--- src/rtl/control_fsm_pkg.sv ---
// Shared encodings for the multi-cycle RV32I/RV32E control unit: FSM states,
// ALU opcodes, instruction opcodes, register-source and PC-select codes.
package control_fsm_pkg;

    typedef enum logic [2:0] {
        ST_RESET,
        ST_FETCH,
        ST_EXEC,
        ST_MEM,
        ST_TRAP
    } state_t;

    localparam logic [3:0] ALU_OP_ADD  = 4'd0;
    localparam logic [3:0] ALU_OP_SUB  = 4'd1;
    localparam logic [3:0] ALU_OP_SLL  = 4'd2;
    localparam logic [3:0] ALU_OP_SLT  = 4'd3;
    localparam logic [3:0] ALU_OP_SLTU = 4'd4;
    localparam logic [3:0] ALU_OP_XOR  = 4'd5;
    localparam logic [3:0] ALU_OP_SRL  = 4'd6;
    localparam logic [3:0] ALU_OP_SRA  = 4'd7;
    localparam logic [3:0] ALU_OP_OR   = 4'd8;
    localparam logic [3:0] ALU_OP_AND  = 4'd9;

    localparam logic [6:0] OPC_LUI    = 7'b0110111;
    localparam logic [6:0] OPC_AUIPC  = 7'b0010111;
    localparam logic [6:0] OPC_OP_IMM = 7'b0010011;
    localparam logic [6:0] OPC_OP     = 7'b0110011;
    localparam logic [6:0] OPC_LOAD   = 7'b0000011;
    localparam logic [6:0] OPC_STORE  = 7'b0100011;
    localparam logic [6:0] OPC_JAL    = 7'b1101111;
    localparam logic [6:0] OPC_JALR   = 7'b1100111;
    localparam logic [6:0] OPC_BRANCH = 7'b1100011;

    localparam logic [1:0] REG_SRC_ALU = 2'd0;
    localparam logic [1:0] REG_SRC_MEM = 2'd1;
    localparam logic [1:0] REG_SRC_PC4 = 2'd2;

    localparam logic [1:0] PC_SEL_HOLD = 2'd0;
    localparam logic [1:0] PC_SEL_INC  = 2'd1;
    localparam logic [1:0] PC_SEL_ALU  = 2'd2;

    // funct7[5] selects SUB only for register-register ops; ADDI ignores it
    function automatic logic [3:0] alu_op_decode(input logic [2:0] funct3,
                                                 input logic       funct7_b5,
                                                 input logic       is_reg_op);
        case (funct3)
            3'd0:    return (is_reg_op && funct7_b5) ? ALU_OP_SUB : ALU_OP_ADD;
            3'd1:    return ALU_OP_SLL;
            3'd2:    return ALU_OP_SLT;
            3'd3:    return ALU_OP_SLTU;
            3'd4:    return ALU_OP_XOR;
            3'd5:    return funct7_b5 ? ALU_OP_SRA : ALU_OP_SRL;
            3'd6:    return ALU_OP_OR;
            default: return ALU_OP_AND;
        endcase
    endfunction

endpackage

--- src/rtl/control_fsm_imm_gen.sv ---
// Combinational immediate generator: instruction word -> sign-extended
// I/S/B/U/J immediate, zero for formats without an immediate.
module control_fsm_imm_gen
    import control_fsm_pkg::*;
(
    input  logic [31:0] ir_i,
    output logic [31:0] imm_o
);

    always_comb begin
        imm_o = '0;
        case (ir_i[6:0])
            OPC_OP_IMM, OPC_LOAD, OPC_JALR:
                imm_o = {{20{ir_i[31]}}, ir_i[31:20]};
            OPC_STORE:
                imm_o = {{20{ir_i[31]}}, ir_i[31:25], ir_i[11:7]};
            OPC_BRANCH:
                imm_o = {{19{ir_i[31]}}, ir_i[31], ir_i[7], ir_i[30:25],
                         ir_i[11:8], 1'b0};
            OPC_LUI, OPC_AUIPC:
                imm_o = {ir_i[31:12], 12'b0};
            OPC_JAL:
                imm_o = {{11{ir_i[31]}}, ir_i[31], ir_i[19:12], ir_i[20],
                         ir_i[30:21], 1'b0};
            default:
                imm_o = '0;
        endcase
    end

endmodule

--- src/rtl/control_fsm.sv ---
// Multi-cycle RV32I/RV32E control unit (reset/fetch/exec/mem/trap).
// Define CONTROL_ILLEGAL_TRAP_EN to trap illegal instructions instead of NOPing them.
module control_fsm
    import control_fsm_pkg::*;
#(
    parameter int unsigned REG_IDX_W    = 5,
    parameter int unsigned RESET_CYCLES = 2
) (
    input  logic                 clk_i,
    input  logic                 rstn_i,
    output logic                 fetch_req_o,
    input  logic                 fetch_valid_i,
    input  logic [31:0]          instr_i,
    output logic                 mem_req_o,
    output logic                 mem_we_o,
    input  logic                 mem_ready_i,
    input  logic                 branch_cond_i,
    output logic                 wr_en_o,
    output logic [REG_IDX_W-1:0] rd_idx_o,
    output logic [REG_IDX_W-1:0] rs1_idx_o,
    output logic [REG_IDX_W-1:0] rs2_idx_o,
    output logic [31:0]          imm_data_o,
    output logic [3:0]           alu_ctrl_o,
    output logic                 alu_a_input_o,
    output logic                 alu_b_input_o,
    output logic [1:0]           reg_input_o,
    output logic [1:0]           pc_sel_next_o,
    output logic                 illegal_o
);

    localparam int unsigned CNT_W = (RESET_CYCLES > 1) ? $clog2(RESET_CYCLES) : 1;
    localparam logic [CNT_W-1:0] CNT_LAST = CNT_W'(RESET_CYCLES - 1);

    state_t           state_q, state_d;
    logic [CNT_W-1:0] cnt_q, cnt_d;
    logic [31:0]      ir_q;
    logic             ir_load;
    logic             wr_en_raw;

    logic [6:0] opcode;
    logic is_lui, is_auipc, is_op_imm, is_op, is_load, is_store;
    logic is_jal, is_jalr, is_branch, decoded;
    logic uses_rd, uses_rs1, uses_rs2, idx_oob, illegal_instr;

    assign opcode    = ir_q[6:0];
    assign is_lui    = (opcode == OPC_LUI);
    assign is_auipc  = (opcode == OPC_AUIPC);
    assign is_op_imm = (opcode == OPC_OP_IMM);
    assign is_op     = (opcode == OPC_OP);
    assign is_load   = (opcode == OPC_LOAD);
    assign is_store  = (opcode == OPC_STORE);
    assign is_jal    = (opcode == OPC_JAL);
    assign is_jalr   = (opcode == OPC_JALR);
    assign is_branch = (opcode == OPC_BRANCH);
    assign decoded   = is_lui | is_auipc | is_op_imm | is_op | is_load |
                       is_store | is_jal | is_jalr | is_branch;

    assign uses_rd  = is_lui | is_auipc | is_op_imm | is_op | is_load | is_jal | is_jalr;
    assign uses_rs1 = is_op_imm | is_op | is_load | is_store | is_jalr | is_branch;
    assign uses_rs2 = is_op | is_store | is_branch;

    always_comb begin
        idx_oob = 1'b0;
        if (REG_IDX_W < 5) begin
            idx_oob = (uses_rd & ir_q[11]) | (uses_rs1 & ir_q[19]) | (uses_rs2 & ir_q[24]);
        end
    end

    assign illegal_instr = ~decoded | idx_oob;

    // LUI reads x0 as operand A so the ALU result is the bare U-immediate
    assign rd_idx_o  = ir_q[7 +: REG_IDX_W];
    assign rs1_idx_o = is_lui ? '0 : ir_q[15 +: REG_IDX_W];
    assign rs2_idx_o = ir_q[20 +: REG_IDX_W];

    control_fsm_imm_gen u_imm_gen (
        .ir_i  (ir_q),
        .imm_o (imm_data_o)
    );

    always_ff @(posedge clk_i or negedge rstn_i) begin
        if (!rstn_i) begin
            state_q <= ST_RESET;
            cnt_q   <= '0;
            ir_q    <= '0;
        end else begin
            state_q <= state_d;
            cnt_q   <= cnt_d;
            if (ir_load) begin
                ir_q <= instr_i;
            end
        end
    end

    always_comb begin
        state_d       = state_q;
        cnt_d         = cnt_q;
        ir_load       = 1'b0;
        fetch_req_o   = 1'b0;
        mem_req_o     = 1'b0;
        mem_we_o      = 1'b0;
        wr_en_raw     = 1'b0;
        alu_ctrl_o    = ALU_OP_ADD;
        alu_a_input_o = 1'b0;
        alu_b_input_o = 1'b0;
        reg_input_o   = REG_SRC_ALU;
        pc_sel_next_o = PC_SEL_HOLD;
        illegal_o     = 1'b0;

        case (state_q)
            ST_RESET: begin
                if (cnt_q == CNT_LAST) begin
                    state_d = ST_FETCH;
                end else begin
                    cnt_d = cnt_q + 1'b1;
                end
            end

            ST_FETCH: begin
                fetch_req_o = 1'b1;
                if (fetch_valid_i) begin
                    ir_load = 1'b1;
                    state_d = ST_EXEC;
                end
            end

            ST_EXEC: begin
                state_d       = ST_FETCH;
                alu_a_input_o = is_auipc | is_jal | is_branch;
                alu_b_input_o = is_op;
                if (is_op | is_op_imm) begin
                    alu_ctrl_o = alu_op_decode(ir_q[14:12], ir_q[30], is_op);
                end

                if (illegal_instr) begin
`ifdef CONTROL_ILLEGAL_TRAP_EN
                    state_d = ST_TRAP;
`else
                    pc_sel_next_o = PC_SEL_INC;
`endif
                end else if (is_lui | is_auipc | is_op_imm | is_op) begin
                    wr_en_raw     = 1'b1;
                    pc_sel_next_o = PC_SEL_INC;
                end else if (is_jal | is_jalr) begin
                    wr_en_raw     = 1'b1;
                    reg_input_o   = REG_SRC_PC4;
                    pc_sel_next_o = PC_SEL_ALU;
                end else if (is_branch) begin
                    pc_sel_next_o = branch_cond_i ? PC_SEL_ALU : PC_SEL_INC;
                end else begin
                    state_d = ST_MEM;
                end
            end

            ST_MEM: begin
                mem_req_o = 1'b1;
                mem_we_o  = is_store;
                if (mem_ready_i) begin
                    pc_sel_next_o = PC_SEL_INC;
                    if (is_load) begin
                        wr_en_raw   = 1'b1;
                        reg_input_o = REG_SRC_MEM;
                    end
                    state_d = ST_FETCH;
                end
            end

            ST_TRAP: begin
`ifdef CONTROL_ILLEGAL_TRAP_EN
                illegal_o = 1'b1;
`endif
            end

            default: begin
                state_d = ST_RESET;
            end
        endcase
    end

    assign wr_en_o = wr_en_raw & (rd_idx_o != '0);

endmodule
--- config.mk ---
export PLATFORM = sky130hd
export DESIGN_NAME = control_fsm
export DESIGN_NICKNAME = d
export VERILOG_FILES = /design/src/rtl/control_fsm_pkg.sv /design/src/rtl/control_fsm_imm_gen.sv /design/src/rtl/control_fsm.sv
export SDC_FILE = /design/constraint.sdc
export NUM_CORES = 1
export LEC_CHECK = 0
export BUFFER_PORTS_ARGS = -buffer_cell sky130_fd_sc_hd__buf_2
export CAP_MARGIN = 20
export CORE_MARGIN = 3
export CORE_UTILIZATION = 42
export CTS_CLUSTER_DIAMETER = 80
export DETAILED_ROUTE_END_ITERATION = 7
export GPL_TIMING_DRIVEN = 0
export HOLD_SLACK_MARGIN = 0.05
export PLACE_DENSITY_LB_ADDON = 0.25
export SLEW_MARGIN = 20
export SYNTH_ARGS = -nofsm -noshare
export SYNTH_HDL_FRONTEND = slang
export SYNTH_SLANG_ARGS = --single-unit
--- constraint.sdc ---
create_clock -name clk_i -period 2.7 [get_ports clk_i]
set_input_delay 0.135 -clock clk_i [delete_from_list [all_inputs] [get_ports clk_i]]
set_output_delay 0.135 -clock clk_i [all_outputs]
set_load 0.05 [all_outputs]
Word level (Yosys, flattened, before mapping) --
Cells that the tools add are included.
Operators by class: add/subtract/negate cells 1, eq/ne operators 22, multiplexer cells 42, bitwise gates (word level) 14, reductions and logical operators 7
Operators with widths (number):
- $pmux W32 S5 | 1
- $pmux W4 S7 | 1
- $mux W2 | 12
- $eq A7 B6 Y1 const B | 3
- $eq A7 B7 Y1 const B | 3
- $mux W1 | 18
- $pmux W3 S5 | 1
- $eq A7 B5 Y1 const B | 2
- $eq A3 B2 Y1 const B | 4
- $eq A3 B3 Y1 const B | 4
- $or A1 B1 Y1 | 12
- $mux W3 | 3
- $mux W4 | 2
- $pmux W2 S2 | 2
- $eq A7 B2 Y1 const B | 1
- $eq A3 B1 Y1 const B | 2
- $logic_not A3 Y1 | 2
- $ne A2 B2 Y1 const B | 3
- $mux W5 | 1
- $reduce_bool A5 Y1 | 1
- $reduce_and A4 Y1 | 1
- $reduce_or A3 Y1 | 1
- $pmux W1 S2 | 1
- $reduce_or A2 Y1 | 1
- other kinds (4) | 4
Word-level totals: bits in registers 36, bits of input ports 37, output and inout bits 62, logic and storage cells 89

Depth between registers and ports, before layout --
Gate-level depths: netlist of the first run.
depth after elaboration 12, gate-level depth with buffers 6, mapped depth without buffers 4

Modules after synthesis --
A second synthesis of the first run with hierarchy kept.
Unflattened totals: cell total of the unflattened synthesis 230, area total of the unflattened synthesis 2308.5 um^2
By module, submodules not included:
- control_fsm | instances 1, cells each 151, area each 1761.7 um^2, sequential area each 875.8 um^2
- control_fsm_imm_gen | instances 1, cells each 79, area each 546.8 um^2, sequential area each 0.0 um^2

Least setup slack after synthesis of the first run --
No wires, ideal clock.
kind reg2out, start reg state_q[0], end out alu_ctrl_o[0], arrival 2287 ps, required time 2565 ps, slack 278 ps, stages on the path, launching flop included 5, path buffers 0, path through dfrtp_1 > and3b_1 > nand2_2 > or4_4 > nor3_1
Between the ends: word-level cells in the longest chain between the ends 2
Ends and longest elaborated chain:
- start: declaration | RTL line control_fsm.sv:34 | state_t state_q, state_d;
- start signal: assignment | RTL line control_fsm.sv:87 | state_q <= state_d;
- $eq A3 B2 Y1 | RTL line control_fsm.sv:110 | case (state_q)
- $mux W4 | RTL line control_fsm.sv:110
- end: declaration | RTL line control_fsm.sv:23 | output logic [3:0] alu_ctrl_o,
Every way passes these cells.

Final worst setup path of the first run --
start reg ir_q[2], end out imm_data_o[17]
Between the ends: word-level cells in the longest chain between the ends 3, elaborated cells between the ends (all ways) 11, those cells by class 8 x eq/ne; 1 x mux; 2 x reduce/logical
Ends and longest elaborated chain:
- start: declaration | RTL line control_fsm.sv:36 | logic [31:0] ir_q;
- start signal: assignment | RTL line control_fsm.sv:90 | ir_q <= instr_i;
- $eq A7 B5 Y1 (tied with other cells) | RTL line control_fsm_imm_gen.sv:12 | case (ir_i[6:0])
- $reduce_or A3 Y1 / $reduce_or A2 Y1 (equally long branches) | RTL line control_fsm_imm_gen.sv:12
- $pmux W32 S5 * | RTL line control_fsm_imm_gen.sv:12
- end: declaration | RTL line control_fsm.sv:22 | output logic [31:0] imm_data_o,
Every way passes the cells marked *; elsewhere a longest branch is shown, timed or not.

==> PnR_summary.wiki, run 1 <==
{| class="wikitable"
! Metric !! Value
|-
| Core ar. || 4880 um2
|-
| DRC marker count from the first detailed-route iteration || 169
|-
| Number of maximum-capacitance constraint violations || 0
|-
| Fin Clk Skew || between 5 and 6 ps
|-
| Leading cell types in the layout, fill and taps excluded || sky130_fd_sc_hd__buf_2 (107), sky130_fd_sc_hd__dfrtp_1 (35), sky130_fd_sc_hd__mux2_2 (30), sky130_fd_sc_hd__a21o_1 (19), sky130_fd_sc_hd__and2_1 (13)
|-
| CP startpoint kind || flip-flop
|-
| Top post-synthesis cells by area || sky130_fd_sc_hd__dfrtp_1 (40%), sky130_fd_sc_hd__mux2_2 (15%), sky130_fd_sc_hd__a21o_1 (6.5%)
|-
| Signal arrival time at the worst endpoint || ~2300 ps
|-
| Layout Cells excl Fill || slightly below 400
|-
| Y dimension of the die || 78.3 um
|-
| RSZ-0062 raised after global routing || no
|-
| Number of distinct standard cells referenced by the synthesized netlist || 46
|-
| Final std cell area, no fill || slightly below 3000 um2
|-
| Maximum number of pins on one net before global-route repair || 36
|-
| Detailed-route vias per instance || ~5.1
|-
| Full die area || ~6100 um2
|-
| Syn. warnings || 0
|-
| # fillers || ~470
|-
| Detailed Route WL || a little under 6000 um
|-
| Leading cell type in the layout, fill and taps excluded || sky130_fd_sc_hd__buf_2
|-
| Post-synthesis sequential area ratio || 39.9%
|-
| Nets || 364
|-
| Root Driver || sky130_fd_sc_hd__clkbuf_8
|-
| I/O pin count || 99
|-
| Final ANT Viol Nets || 0
|-
| Number of setup violations in the final report || 0
|-
| All-Layer GR Usage || slightly below 20%
|-
| Number of gates resized after CTS || 0
|-
| First-pass GRT wire length || around 9500 um
|-
| Total Negative Setup Slacks || 0 ps
|-
| Depth of the CTS H-tree || 2
|-
| Number of pins with negative max-slew slack in the final report || 0
|-
| Ant diodes || 0
|-
| Setup repair bufs after CTS || 0
|-
| Yosys top cell area share || 39.9%
|-
| Worst Path Max Fanout || 10
|-
| Area leader, netlist || sky130_fd_sc_hd__dfrtp_1
|-
| Synthesized area per cell || approximately 9.9 um2
|-
| Tightest Pin Transition || approximately 800 ps
|-
| Cell area after placement || between 2000 and 3000 um2
|-
| Maximum resistive drop on vdd || around 0.00049 V
|-
| Shortest period the worst path allows || about 2400 ps
|-
| Cts bufs inserted || 5
|-
| Post-route DRC violation count || 0
|-
| Crit share post-route || 88.4%
|-
| Number of detailed-routing iterations run before antenna repair || 4
|-
| Deepest clock path buffer count || 2
|-
| Worst hold slack after final layout || ~64 ps
|-
| Path type of the worst setup path || reg -> out
|-
| Async set or reset register ratio after synthesis || 100%
|-
| Cell Area, Synth || about 2200 um2
|-
| Fraction of final layout cells with drive strength greater than 1 || between 50% and 60%
|-
| Overall via count from detail_route || slightly above 2k
|-
| Clock tree from TritonCTS || done
|-
| # rows || 25
|-
| Global placement routability congestion || around 0.89
|-
| Synthesized netlist net count || approximately 260
|-
| Gate count after technology mapping || between 200 and 250
|-
| Crit. End Element || primary output
|-
| Worst Hold Class || in -> reg
|-
| Clock sink total || 35
|-
| DPL Wire Length || around 4400 um
|-
| Flop and latch count out of synthesis || 35
|-
| Achievable Freq || around 420 MHz
|-
| Die W || between 70 and 80 um
|-
| Clock-pin slew on the worst setup and hold paths || roughly 70 ps
|-
| Run status || completed
|-
| Power Dens Cells || 989 nW/um2
|-
| Number of buffers inserted by hold repair at cts || 1
|-
| Average routed wire per standard cell || between 10 and 15 um
|-
| Relative area change from synthesis to final layout || 32.2%
|-
| Initial standard-cell utilization of the core || between 40% and 50%
|-
| Initial antenna violation count || 0
|-
| Placed instance count || around 390
|-
| Aggregate global routing overflow || 0
|-
| Leak pwr || 0.00164 uW
|-
| Predominant post-synthesis flop cell || sky130_fd_sc_hd__dfrtp_1
|-
| Slew headroom || 46.0%
|-
| Data required, critical path || between 2000 and 3000 ps
|-
| Clock latency on the worst-skew pair || between 200 and 300 ps
|-
| Number of enable flip-flop cells after synthesis || 0
|-
| Port Buf Inserts || 97
|-
| Via count of the first global-routing pass || 1,973
|-
| Number of hold-slack violations in the final timing report || 0
|}
[synth_stat cells, types with 2 or more instances]
cell type	n
sky130_fd_sc_hd__or4_4	2
sky130_fd_sc_hd__dfrtp_1	35
sky130_fd_sc_hd__and3_1	3
sky130_fd_sc_hd__a31oi_1	2
sky130_fd_sc_hd__nor3_1	4
sky130_fd_sc_hd__a22o_1	5
sky130_fd_sc_hd__buf_2	10
sky130_fd_sc_hd__o21ai_0	8
sky130_fd_sc_hd__mux2_1	2
sky130_fd_sc_hd__mux2i_1	2
sky130_fd_sc_hd__buf_4	11
sky130_fd_sc_hd__o31ai_1	2
sky130_fd_sc_hd__nand2b_1	5
sky130_fd_sc_hd__nand2_2	2
sky130_fd_sc_hd__a21oi_1	10
sky130_fd_sc_hd__nand2_1	12
sky130_fd_sc_hd__clkbuf_1	2
sky130_fd_sc_hd__and2_1	13
sky130_fd_sc_hd__a21o_1	19
sky130_fd_sc_hd__inv_1	7
sky130_fd_sc_hd__mux2_2	30
sky130_fd_sc_hd__nor2_1	11
[state kept, by name, summed over array words and instances, names as in the netlist]
signal   cells
ir_q        32
state_q      2
cnt_q        1
[final timing paths]
kind / start / end / slack [ps] / cells past startpoint
worst max-delay path: ir_q[2] / imm_data_o[17] / 310 / 6
worst min-delay path: instr_i[25] / ir_q[25] / 60 / 2
worst max register to register: state_q[0] / ir_q[19] / 1120 / 5
worst min register to register: cnt_q / cnt_q / 490 / 1
max in group asynchronous: rstn_i / ir_q[29] / 1720 / 2
min in group asynchronous: rstn_i / ir_q[14] / 470 / 2
[metal layers]
layer / track usage [%] / part of all wire [%] / vias to the layer above
li1: - / - / 988
met4: 5.07 / 0.92 / 0
met1: 25.4 / 44 / 954
met5: 0 / 0 / -
met2: 31.5 / 48 / 74
met3: 4.93 / 6.5 / 6
[logic make-up (layout without fill, tap and decap cells)]
kind of cell,Yosys count,after routing,synth area share (%)
compound gates,55,55,17.2
buf+inv,31,138,7.75
flops,35,35,39.9
mux,34,34,17.3
other cells,1,1,0.171
simple gates,65,65,17.7
[layout make-up]
type	count	area, um2	share of cell area (%)
plain buffers	23	140	4.83
flip-flops and latches	35	876	30.2
clock buffers	6	82.6	2.84
repair buffers	99	505	17.4
inverters	8	30.0	1.03
clock inverters	2	35.0	1.21
multi-input cells	155	1150	39.6
well taps	67	83.8	2.89
[critical path: stages (launching register included)]
cell and delay [ps]:
sky130_fd_sc_hd__dfrtp_1 410, sky130_fd_sc_hd__buf_2 190, sky130_fd_sc_hd__inv_2 110, sky130_fd_sc_hd__o21ai_0 150
sky130_fd_sc_hd__nor4_2 710, sky130_fd_sc_hd__a21o_1 140, sky130_fd_sc_hd__buf_2 260
[stage by stage]
stage / util, % / total power, uW / setup WS, ps
detailed placement: 56.7 / 2390 / 640
global route: 59.5 / 3030 / 128
finish: 59.5 / 2870 / 312
global placement: 56.7 / 2360 / 663
CTS: 59.3 / 2880 / 322
floorplan: - / 2050 / 278
[report_power, final]
group | internal [uW] | total (uW) | switching [uW]
sequential | 697 | 873 | 176
combinational | 508 | 1510 | 1010
clock | 299 | 484 | 185
total | 1500 | 2870 | 1370
(Power assumes the default switching activity.)
==> run 2: changes to the inputs <==
==> constraint.sdc (replaced) <==
create_clock -name clk_i -period 2.7 [get_ports clk_i]
set_input_delay 0 -clock clk_i [delete_from_list [all_inputs] [get_ports clk_i]]
set_output_delay 0 -clock clk_i [all_outputs]
set_load 0.05 [all_outputs]
==> run 2 against run 1 <==
Net effect:
- first-iteration DRC count down 33%
- maximum frequency up 3.3%
- critical path type unchanged
- clock-buffer cell count unchanged
- core utilization increased by 6.6 points
- highest routed layer unchanged
- combinational power increased by 3%
- wire length is 10% higher
==> PnR_summary.wiki, run 2 (synthesis gave the netlist of run 1 again) <==
{| class="wikitable"
! Metric !! Value
|-
| Shortest period the worst path allows || 2310 ps (was 2390 ps)
|-
| Overall via count from detail_route || 2,147 (was 2,022)
|-
| Switch share || 47.5% (was 47.6%)
|-
| CP startpoint kind || flip-flop (unchanged)
|-
| Power Dens Cells || 907 nW/um2 (was 989 nW/um2)
|-
| Worst Hold Class || in -> reg (unchanged)
|-
| Detailed Route WL || 6370 um (was 5780 um)
|-
| Leading cell types in the layout, fill and taps excluded || sky130_fd_sc_hd__buf_2 (107), sky130_fd_sc_hd__dfrtp_1 (35), sky130_fd_sc_hd__dlygate4sd3_1 (34), sky130_fd_sc_hd__mux2_2 (30), sky130_fd_sc_hd__a21o_1 (19) (was sky130_fd_sc_hd__buf_2 (107), sky130_fd_sc_hd__dfrtp_1 (35), sky130_fd_sc_hd__mux2_2 (30), sky130_fd_sc_hd__a21o_1 (19), sky130_fd_sc_hd__and2_1 (13))
|-
| DRC marker count from the first detailed-route iteration || 114 (was 169)
|-
| Most used cell along the critical path || sky130_fd_sc_hd__buf_2 (unchanged)
|-
| Clock latency on the worst-skew pair || 280 ps (about the same)
|-
| Slew headroom || 44.3% (was 46.0%)
|-
| Total Negative Setup Slacks || 0 ps (unchanged)
|-
| Relative area change from synthesis to final layout || 46.8% (was 32.2%)
|-
| Worst hold slack after final layout || 91.5 ps (was 64.5 ps)
|-
| Nets || 396 (was 364)
|-
| First-pass GRT wire length || 10,500 um (was 9550 um)
|-
| Run status || completed (unchanged)
|-
| Cell with the largest stage delay on the worst path || sky130_fd_sc_hd__nor4_2 (unchanged)
|-
| Cell family with most CP delay || simple AND/OR/NAND/NOR gates (unchanged)
|-
| Number of detailed-routing iterations run before antenna repair || 4 (unchanged)
|-
| Leading cell type in the layout, fill and taps excluded || sky130_fd_sc_hd__buf_2 (unchanged)
|-
| Cts bufs inserted || 5 (unchanged)
|-
| Data required, critical path || 2700 ps (was 2570 ps)
|-
| Buffers plus inverters on the worst setup path || 3 (unchanged)
|-
| Leak pwr || 0.00177 uW (was 0.00164 uW)
|-
| Register name with the most flops || ir_q (unchanged)
|-
| Signal arrival time at the worst endpoint || 2310 ps (was 2250 ps)
|-
| RSZ-0062 raised after global routing || no (unchanged)
|-
| Reg-to-reg slack, setup || 1120 ps (about the same)
|-
| Ant diodes || 0 (unchanged)
|-
| Number of maximum-capacitance constraint violations || 0 (unchanged)
|-
| Port Buf Inserts || 97 (unchanged)
|-
| Initial antenna violation count || 0 (unchanged)
|-
| Initial standard-cell utilization of the core || 45.0% (unchanged)
|-
| Root Driver || sky130_fd_sc_hd__clkbuf_8 (unchanged)
|-
| Crit. End Element || primary output (unchanged)
|-
| Part of the power in registers || 30.1% (was 30.4%)
|-
| Full die area || 6130 um2 (unchanged)
|-
| Cell area after placement || 2770 um2 (unchanged)
|-
| Die W || 78.3 um (unchanged)
|-
| Y dimension of the die || 78.3 um (unchanged)
|-
| All-Layer GR Usage || 21.4% (was 19.3%)
|-
| Maximum resistive drop on vdd || 0.000555 V (was 0.000488 V)
|-
| Setup repair bufs after CTS || 0 (unchanged)
|-
| Total Power Consumption || 2920 uW (was 2870 uW)
|-
| Tightest Pin Transition || 828 ps (was 803 ps)
|-
| Top flop regs || ir_q x32, state_q x2, cnt_q x1 (unchanged)
|-
| Final std cell area, no fill || 3220 um2 (was 2900 um2)
|-
| # rows || 25 (unchanged)
|-
| Number of pins with negative max-slew slack in the final report || 0 (unchanged)
|-
| Clock sink total || 35 (unchanged)
|-
| Detailed-route vias per instance || 5.03 (was 5.12)
|-
| Maximum number of pins on one net before global-route repair || 36 (unchanged)
|-
| Sw power || 1390 uW (was 1370 uW)
|-
| Worst Path Max Fanout || 10 (unchanged)
|-
| Clock-pin slew on the worst setup and hold paths || 70 ps (about the same)
|-
| Internal cell power || 1530 uW (was 1500 uW)
|-
| Clock tree from TritonCTS || done (unchanged)
|-
| End-of-flow core utilization || 66.1% (was 59.5%)
|-
| Core ar. || 4880 um2 (unchanged)
|-
| Crit share post-route || 85.6% (was 88.4%)
|-
| Fraction of final layout cells with drive strength greater than 1 || 46.1% (was 50.6%)
|-
| Achievable Freq || 433 MHz (was 419 MHz)
|-
| Average routed wire per standard cell || 14.9 um (was 14.6 um)
|-
| I/O pin count || 99 (unchanged)
|-
| Global placement routability congestion || 0.892 (unchanged)
|-
| DPL Wire Length || 4440 um (unchanged)
|-
| Number of setup violations in the final report || 0 (unchanged)
|-
| Depth of the CTS H-tree || 2 (unchanged)
|-
| Share of total power in the clock network || 16.6% (was 16.8%)
|-
| Post-route DRC violation count || 0 (unchanged)
|-
| Aggregate global routing overflow || 0 (unchanged)
|-
| Largest register FFs || 32 (unchanged)
|-
| Cell Chain, Critical Path || buf_2, inv_2, o21ai_0, nor4_2, a21o_1, buf_2 (unchanged)
|-
| Final ANT Viol Nets || 0 (unchanged)
|-
| Proportion of power drawn by combinational gates || 53.3% (was 52.7%)
|-
| Path type of the worst setup path || reg -> out (unchanged)
|-
| Via count of the first global-routing pass || 2,135 (was 1,973)
|-
| Fin Clk Skew || 5.78 ps (was 5.36 ps)
|-
| Number of hold-slack violations in the final timing report || 0 (unchanged)
|-
| Stage delay of the slowest cell on the critical path || 730 ps (was 710 ps)
|-
| Deepest clock path buffer count || 2 (unchanged)
|}
run 2: per-stage QoR:
step           cells  worst slack (ps)
6_report         427               389
5_1_grt          427               286
4_1_cts          427               457
3_5_place_dp     385               775
3_3_place_gp     385               798
2_1_floorplan    221               413
run 2: power groups by stage:
stage	clock network, uW	registers [uW]	logic [uW]
2_1_floorplan	0	821	1230
3_3_place_gp	0	869	1500
3_5_place_dp	0	879	1510
4_1_cts	497	870	1550
5_1_grt	521	910	1650
6_report	487	879	1560
run 2: path summary, 6_finish.rpt:
path,startpoint,end,depth (start not counted)
min in group asynchronous,rstn_i,ir_q[14],2
hold reg to reg,cnt_q,cnt_q,1
setup / recovery,ir_q[2],imm_data_o[19],6
setup reg to reg,state_q[0],ir_q[19],5
max in group asynchronous,rstn_i,ir_q[26],2
hold / removal,mem_ready_i,state_q[1],4
run 2: per-layer routing:
layer  GRT usage, %  up-vias  share of wire (%)
li1               -     1051                  -
met1           26.7     1021                 43
met2           38.0       69                 51
met3           4.13        6                5.2
met4           5.07        0               0.85
met5              0        -                  0
run 2: repair_timing:
action | 4_1_cts | 5_1_grt
hold buffers | 34 | 0
endpoints found under the hold margin | 69 | 0
resized for setup | 0 | 0
run 2: final cells by class:
type	count	area, um2
plain buffers	23	140
clock buffers	6	82.6
clock inverters	2	35.0
fillers	429	1660
inverters	8	30.0
multi-input cells	155	1150
flip-flops and latches	35	876
well taps	67	83.8
repair buffers	131	826
run 2: worst register-to-register path: stages, from the launching register on:
cell,delay [ps]
sky130_fd_sc_hd__dfrtp_1,440
sky130_fd_sc_hd__inv_1,110
sky130_fd_sc_hd__nor2_1,60
sky130_fd_sc_hd__nand2_1,180
sky130_fd_sc_hd__buf_2,300
sky130_fd_sc_hd__mux2_2,370
